--- config.mk ---
export PLATFORM = sky130hd
export DESIGN_NAME = pipeline_hazard_ctrl_flat
export DESIGN_NICKNAME = d
export VERILOG_FILES = /design/src/rtl/pipeline_hazard_ctrl_pkg.sv /design/src/rtl/pipeline_hazard_ctrl_if.sv /design/src/rtl/pipeline_hazard_ctrl_hazard_compare.sv /design/src/rtl/pipeline_hazard_ctrl.sv /design/src/flat_wrapper.sv
export SDC_FILE = /design/constraint.sdc
export NUM_CORES = 1
export LEC_CHECK = 0
export CAP_MARGIN = 40
export CORE_AREA = 3 3 40 42
export DETAILED_ROUTE_END_ITERATION = 10
export DIE_AREA = 0 0 43 45
export GPL_TIMING_DRIVEN = 0
export PLACE_DENSITY = 0.76
export SLEW_MARGIN = 20
export SYNTH_ARGS = -nofsm -noshare
export SYNTH_HDL_FRONTEND = slang
export SYNTH_SLANG_ARGS = --single-unit
--- constraint.sdc ---
create_clock -name clock -period 3.4 [get_ports clock]
set_input_delay 0.34 -clock clock [delete_from_list [all_inputs] [get_ports clock]]
set_output_delay 0.34 -clock clock [all_outputs]
set_load 0.005 [all_outputs]
--- src/rtl/pipeline_hazard_ctrl_pkg.sv ---
// Shared pipeline constants and front-end controller state encoding.
package pipeline_hazard_ctrl_pkg;

   localparam logic [31:0] NOP_INSTR = 32'h0;
   localparam logic [4:0]  REG_ZERO  = 5'd0;

   // Front-end controller FSM encoding
   typedef enum logic {
      RUN      = 1'b0,
      MDU_WAIT = 1'b1
   } fsm_e;

endpackage

--- src/rtl/pipeline_hazard_ctrl_if.sv ---
// Hazard inputs and front-end control outputs between the pipeline and the controller.
interface pipeline_hazard_ctrl_if;
   import pipeline_hazard_ctrl_pkg::*;

   logic [4:0] id_rs;
   logic [4:0] id_rt;
   logic       id_uses_rt;
   logic       ex_mem_read;
   logic [4:0] ex_rt;
   logic       id_mdu_op;
   logic       redirect;
   logic       imem_ready;
   logic       pc_write;
   logic       enable_if_id;
   logic       flush_if_id;
   logic       bubble_id_ex;
   logic       mdu_busy;
   logic       fetch_discard;

   // Pipeline side: presents hazard info, consumes control
   modport master (
      output id_rs, id_rt, id_uses_rt, ex_mem_read, ex_rt, id_mdu_op, redirect, imem_ready,
      input  pc_write, enable_if_id, flush_if_id, bubble_id_ex, mdu_busy, fetch_discard
   );

   // Controller side
   modport slave (
      input  id_rs, id_rt, id_uses_rt, ex_mem_read, ex_rt, id_mdu_op, redirect, imem_ready,
      output pc_write, enable_if_id, flush_if_id, bubble_id_ex, mdu_busy, fetch_discard
   );

endinterface

--- src/rtl/pipeline_hazard_ctrl_hazard_compare.sv ---
// Combinational load-use detector; a load in EX feeding a source of the ID instruction.
module hazard_compare
   import pipeline_hazard_ctrl_pkg::*;
(
   input  logic [4:0] id_rs,
   input  logic [4:0] id_rt,
   input  logic       id_uses_rt,
   input  logic       ex_mem_read,
   input  logic [4:0] ex_rt,
   output logic       load_use
);

   // r0 is hardwired, so a load targeting it never creates a dependence
   always_comb begin
      load_use = ex_mem_read && (ex_rt != REG_ZERO) &&
                 ((ex_rt == id_rs) || (id_uses_rt && (ex_rt == id_rt)));
   end

endmodule

--- src/rtl/pipeline_hazard_ctrl.sv ---
// Front-end sequencing controller: redirect, load-use, imem wait and MDU occupancy.
module pipeline_hazard_ctrl
   import pipeline_hazard_ctrl_pkg::*;
#(
   parameter int unsigned MDU_LATENCY = 4,
   parameter int unsigned CNT_W       = 3
) (
   input logic                   clock,
   input logic                   reset,
   pipeline_hazard_ctrl_if.slave bus
);

   fsm_e             fsm_q, fsm_d;
   logic [CNT_W-1:0] cnt_q, cnt_d;
   logic             flush_pending_q, flush_pending_d;
   logic             load_use;

   hazard_compare u_hazard_compare (
      .id_rs       (bus.id_rs),
      .id_rt       (bus.id_rt),
      .id_uses_rt  (bus.id_uses_rt),
      .ex_mem_read (bus.ex_mem_read),
      .ex_rt       (bus.ex_rt),
      .load_use    (load_use)
   );

   // State register
   always_ff @(posedge clock or posedge reset) begin
      if (reset) begin
         fsm_q           <= RUN;
         cnt_q           <= '0;
         flush_pending_q <= 1'b0;
      end else begin
         fsm_q           <= fsm_d;
         cnt_q           <= cnt_d;
         flush_pending_q <= flush_pending_d;
      end
   end

   // Next-state: priority chain in RUN, countdown in MDU_WAIT
   always_comb begin
      fsm_d           = fsm_q;
      cnt_d           = cnt_q;
      flush_pending_d = flush_pending_q;
      case (fsm_q)
         RUN: begin
            if (bus.redirect) begin
               // A second redirect while a discard is owed keeps the single flag
               if (!bus.imem_ready) flush_pending_d = 1'b1;
            end else if (load_use) begin
               // hold; MDU issue is deferred until the dependence clears
            end else if (flush_pending_q && bus.imem_ready) begin
               flush_pending_d = 1'b0;
            end else if (!bus.imem_ready) begin
               // waiting on fetch
            end else if (bus.id_mdu_op) begin
               fsm_d = MDU_WAIT;
               cnt_d = CNT_W'(MDU_LATENCY);
            end
         end
         MDU_WAIT: begin
            cnt_d = cnt_q - CNT_W'(1);
            if (cnt_q == CNT_W'(1)) fsm_d = RUN;
         end
         default: fsm_d = RUN;
      endcase
   end

   // Outputs: Mealy on state plus current hazards, forced low during reset
   always_comb begin
      bus.pc_write      = 1'b0;
      bus.enable_if_id  = 1'b0;
      bus.flush_if_id   = 1'b0;
      bus.bubble_id_ex  = 1'b0;
      bus.mdu_busy      = 1'b0;
      bus.fetch_discard = 1'b0;
      if (!reset) begin
         case (fsm_q)
            RUN: begin
               if (bus.redirect) begin
                  bus.pc_write     = 1'b1;
                  bus.enable_if_id = 1'b1;
                  bus.flush_if_id  = 1'b1;
                  bus.bubble_id_ex = 1'b1;
               end else if (load_use) begin
                  bus.bubble_id_ex = 1'b1;
               end else if (flush_pending_q && bus.imem_ready) begin
                  bus.fetch_discard = 1'b1;
                  bus.enable_if_id  = 1'b1;
                  bus.flush_if_id   = 1'b1;
               end else if (!bus.imem_ready) begin
                  // nop into IF/ID so the ID instruction is not issued twice
                  bus.enable_if_id = 1'b1;
                  bus.flush_if_id  = 1'b1;
               end else begin
                  bus.pc_write     = 1'b1;
                  bus.enable_if_id = 1'b1;
               end
            end
            MDU_WAIT: begin
               bus.bubble_id_ex = 1'b1;
               bus.mdu_busy     = 1'b1;
            end
            default: ;
         endcase
      end
   end

endmodule

--- src/flat_wrapper.sv ---
// flat-port wrapper written by rule: the top's interface ports become plain ports
module pipeline_hazard_ctrl_flat import pipeline_hazard_ctrl_pkg::*;
#(
   parameter int unsigned MDU_LATENCY = 4,
   parameter int unsigned CNT_W       = 3
)
  (clock, reset, bus_id_rs, bus_id_rt, bus_id_uses_rt, bus_ex_mem_read, bus_ex_rt, bus_id_mdu_op, bus_redirect, bus_imem_ready, bus_pc_write, bus_enable_if_id, bus_flush_if_id, bus_bubble_id_ex, bus_mdu_busy, bus_fetch_discard);
  pipeline_hazard_ctrl_if bus_i ();
  input logic clock;
  input logic reset;
  input wire logic [$bits(bus_i.id_rs)-1:0] bus_id_rs;
  input wire logic [$bits(bus_i.id_rt)-1:0] bus_id_rt;
  input wire logic [$bits(bus_i.id_uses_rt)-1:0] bus_id_uses_rt;
  input wire logic [$bits(bus_i.ex_mem_read)-1:0] bus_ex_mem_read;
  input wire logic [$bits(bus_i.ex_rt)-1:0] bus_ex_rt;
  input wire logic [$bits(bus_i.id_mdu_op)-1:0] bus_id_mdu_op;
  input wire logic [$bits(bus_i.redirect)-1:0] bus_redirect;
  input wire logic [$bits(bus_i.imem_ready)-1:0] bus_imem_ready;
  output wire logic [$bits(bus_i.pc_write)-1:0] bus_pc_write;
  output wire logic [$bits(bus_i.enable_if_id)-1:0] bus_enable_if_id;
  output wire logic [$bits(bus_i.flush_if_id)-1:0] bus_flush_if_id;
  output wire logic [$bits(bus_i.bubble_id_ex)-1:0] bus_bubble_id_ex;
  output wire logic [$bits(bus_i.mdu_busy)-1:0] bus_mdu_busy;
  output wire logic [$bits(bus_i.fetch_discard)-1:0] bus_fetch_discard;
  assign bus_i.id_rs = bus_id_rs;
  assign bus_i.id_rt = bus_id_rt;
  assign bus_i.id_uses_rt = bus_id_uses_rt;
  assign bus_i.ex_mem_read = bus_ex_mem_read;
  assign bus_i.ex_rt = bus_ex_rt;
  assign bus_i.id_mdu_op = bus_id_mdu_op;
  assign bus_i.redirect = bus_redirect;
  assign bus_i.imem_ready = bus_imem_ready;
  assign bus_pc_write = bus_i.pc_write;
  assign bus_enable_if_id = bus_i.enable_if_id;
  assign bus_flush_if_id = bus_i.flush_if_id;
  assign bus_bubble_id_ex = bus_i.bubble_id_ex;
  assign bus_mdu_busy = bus_i.mdu_busy;
  assign bus_fetch_discard = bus_i.fetch_discard;
  pipeline_hazard_ctrl #(.MDU_LATENCY(MDU_LATENCY), .CNT_W(CNT_W)) u_core (.clock(clock), .reset(reset), .bus(bus_i));
endmodule
-- After elaboration in Yosys (flattened, before gate mapping)
Index checks and enable logic that the tools add are counted.
- register bits after elaboration: 5
- word-level logic and storage cells: 68
- add/subtract/negate cells: 1
- eq/ne operators: 10
- muxes and demuxes: 44
- bitwise logic cells: 1
- reduce and logical (&&, ||, !) cells: 9
- operators by type and width (cell ; count):
    $mux 1 ; 36
    $mux 3 ; 5
    $ne 2x2->1 const B ; 7
    $eq 5x5->1 ; 2
    $pmux 3 s2 ; 1
    $reduce_and 5->1 ; 1
    $reduce_bool 5->1 ; 1
    $logic_and 1x1->1 ; 4
    $pmux 1 s2 ; 2
    $reduce_and 4->1 ; 1
    $eq 3x1->1 const B ; 1
    $sub 3x1->3 const B ; 1
    $reduce_bool 2->1 ; 1
    $logic_or 1x1->1 ; 1
    $not 1->1 ; 1

-- Depth between registers and ports, before layout
- word-level depth: 8
- depth in mapped cells: 5

-- Modules after synthesis
From an unflattened synthesis, not the netlist that was laid out.
- cell total of the unflattened synthesis: 53
- area total of the unflattened synthesis: 483.0 um^2
- modules (own cells, without submodules) (module ; times used ; cells each ; area each (um^2)):
    pipeline_hazard_ctrl ; 1 ; 36 ; 350.3
    hazard_compare ; 1 ; 17 ; 132.6

-- Least setup slack after synthesis
Ideal clock, no wire load.
- path kind: input to output
- start point: input port bus_ex_rt[1]
- end point: output port bus_flush_if_id
- data arrival time: 1.504 ns
- path slack: 1.556 ns
- stages: 4
- cell sequence: or4_1 > o21ai_2 > nor2_1 > a2111oi_2
- cells in the longest elaborated chain, start to end: 8
- elaborated cells between the ends (all ways): 11
- classes of those cells: eq/ne: 2; mux: 4; reduce/logical: 5
- RTL lines (what ; line ; text):
    start: declaration ; flat_wrapper.sv:15 ; input wire logic [$bits(bus_i.ex_rt)-1:0] bus_ex_rt;
    $eq 5x5->1 ; pipeline_hazard_ctrl_hazard_compare.sv:16 ; ((ex_rt == id_rs) || (id_uses_rt && (ex_rt == id_rt)));
    $logic_and 1x1->1 ; pipeline_hazard_ctrl_hazard_compare.sv:16 ;
    $logic_or 1x1->1 ; pipeline_hazard_ctrl_hazard_compare.sv:16 ;
    $logic_and 1x1->1 (*) ; pipeline_hazard_ctrl_hazard_compare.sv:15 ; load_use = ex_mem_read && (ex_rt != REG_ZERO) &&
    $mux 1 (*) ; pipeline_hazard_ctrl.sv:85 ; end else if (load_use) begin
    $mux 1 (*) ; pipeline_hazard_ctrl.sv:80 ; if (bus.redirect) begin
    $mux 1 (*) ; pipeline_hazard_ctrl.sv:78 ; case (fsm_q)
    $mux 1 (*) ; pipeline_hazard_ctrl.sv:77 ; if (!reset) begin
    end: declaration ; flat_wrapper.sv:21 ; output wire logic [$bits(bus_i.flush_if_id)-1:0] bus_flush_if_id;
Every way passes the cells marked *; elsewhere a longest branch is shown, timed or not.

-- Worst setup path after layout
Ends and elaborated chain as after synthesis.

==> metrics.yaml <==
die-area_um2: 1935
die_x_um: 43
tightest_slew_ps: 316.5
leakage_uw: 0.0003235
antenna_cells: 0
relSlewSlack_pct: 78.82
drc_errors: 0
yosysTopAreaCell: "dfrtp_1"
cts.sinks: 5
synth-edff-count: 0
clock_skew_ps: 12.32
ioPinCount: 28
fin_area_um2: 788.3
place_area_um2: 762.0
fill_cells: 128
peakVddDrop_uv: 391.6
layout_setup_ws_ps: 471.6
area_growth_pct: 66.67
hold_violations: 0
ant_nets: 0
num_vias: 525
drtIter0Drc: 1
grt_pass1_wl_mm: 2.263
insertion_delay_ps: 250
core_area_um2: 1285
setup_tns_ps: 0
htreeDepth: 1
track_usage_pct: 15.53
setup-violations-final: 0
min_period_ps: 2928
yosysSeqAreaShare_pct: 26.46
cts-resized-gates: 0
post-route-util_pct: 61.34
wl_per_cell_um: 12.94
pre_cts_slack_ps: 472.6
final_nets: 111
synth_common_cells: "xor2_1 (9), inv_1 (6), dfrtp_1 (5), nor2_1 (5), o21ai_0 (3)"
cp-start-kind: "input pin"
cp_max_fo: 4
postRouteWirelength_mm: 1.307
endpoint_kind: "primary output"
port_buffers: 27
vias_per_cell: 5.198
ys_warn_count: 0
synth_ff_type: "dfrtp_1"
netlist_instances: 55
cts-root-buf: "clkbuf_4"
outcome: "completed"
grt_pass1_vias: 562
syn-cell-area_um2: 473.0
powerDensity_nw_per_um2: 501.7
post-cts-setup-buffer-count: 0
grt_overflow: 0
cts_tree: "built"
cts.clk_slew.worst_paths_ps: 50
syn_avg_cell_area_um2: 8.599
period_share_pct: 86.13
syn_nets: 79
arrival_ps: 2590
fp.dieH_um: 45
yosysTopAreaCellShare_pct: 26.46
rsz0062_at_grt: "no"
cts_inserted_buffers: 3
yosysMostFrequentCell: "xor2_1"
grt_max_degree: 11
clockBufferDepth: 2
slew_viol_final: 0
cts.hold.buffers_added: 0
ys_types: 28
drv_cap: 0
hpwl_mm: 1.070
synth_area_leaders: "dfrtp_1 (26%), xor2_1 (17%), ha_1 (5.3%), inv_1 (4.8%), nor2_1 (4.0%)"
fmax_mhz: 341.5
firstDrtPassIters: 4
hold_class: "in -> async"
async_flop_share_pct: 100.0
rows: 13
drive_gt1_share_pct: 8.140
routabilityCongestion: 0.7204
cp.required_ps: 3060
crit_type: "in -> out"
ys_ff_latch: 5
antenna_found_initial: 0
initial_core_util_pct: 36.81
flip-flops by register name, indices dropped and copies added, names as in the netlist:
signal                  cells
u_core.cnt_q                3
u_core.flush_pending_q      1
u_core.fsm_q                1
cell families after synthesis:
group | count (synthesis) | synth area share (%)
xor gates and xnor gates | 11 | 20.37
AOI/OAI and AO/OA | 14 | 23.28
buffers and inverters | 7 | 5.819
and+or+nand+nor | 15 | 16.41
adders and majority gates | 2 | 5.290
muxes | 1 | 2.381
DFF | 5 | 26.46
layout make-up:
type	count	area (um^2)	share of cell area, %
sequential	5	125.1	15.87
clock buffer	4	26.28	3.333
timing repair buffer	27	270.3	34.29
buffer	1	5.005	0.6349
multi-input combinational	43	320.3	40.63
tap	15	18.77	2.381
inverter	6	22.52	2.857
final timing paths:
| path | slack, ps | cells after the start | from | endpoint |
|---|---|---|---|---|
| worst max-delay path | 470 | 6 | bus_ex_rt[1] | bus_flush_if_id |
| worst min-delay path | 470 | 2 | reset | u_core.flush_pending_q |
| worst max register to register | 2080 | 4 | u_core.flush_pending_q | u_core.cnt_q[0] |
| worst min register to register | 490 | 1 | u_core.cnt_q[1] | u_core.cnt_q[1] |
| max in group asynchronous | 2730 | 2 | reset | u_core.cnt_q[1] |
| min in group clock | 490 | 1 | u_core.cnt_q[1] | u_core.cnt_q[1] |
critical path: stages:
cell             delay [ps]
clkdlybuf4s50_1         460
or4_1                   560
o21ai_2                 180
nor2_1                  120
a2111oi_2               370
clkdlybuf4s50_1         560
stage by stage:
step,hold WS (ps),total power [uW],std cells
after floorplan,126.9,232.8,55
final,466.8,395.5,101
after detailed placement,479.3,325.7,97
after CTS,471.6,399.5,101
after global routing,500.0,434.6,101
after global placement,474.3,316.2,97
layer usage:
metal  part of all wire [%]  routed length, um  vias to the layer above  track usage (%)
met2                     50                647                       20            28.44
met3                    6.4                 83                        0            7.171
met4                      0                  0                        0            1.807
met5                      0                  0                        -                0
li1                       -                  -                      258                -
met1                     44                577                      247            16.99
placed cells by master (no fill, tap or decap), drive strengths merged, types with 2 or more instances in the layout:
cell type / n
a211oi: 2
clkdlybuf4s50: 27
o21ai: 4
xor2: 9
dfrtp: 5
clkbuf: 4
ha: 2
nor2: 5
nor3: 2
inv: 6
xnor2: 2
where the power goes:
| part | total [uW] | internal, uW | switching, uW |
|---|---|---|---|
| Combinational | 218 | 116 | 103 |
| Clock | 69.4 | 44.4 | 24.9 |
| Sequential | 108 | 89.2 | 18.4 |
| Total | 395 | 250 | 146 |
(Power assumes the default switching activity.)
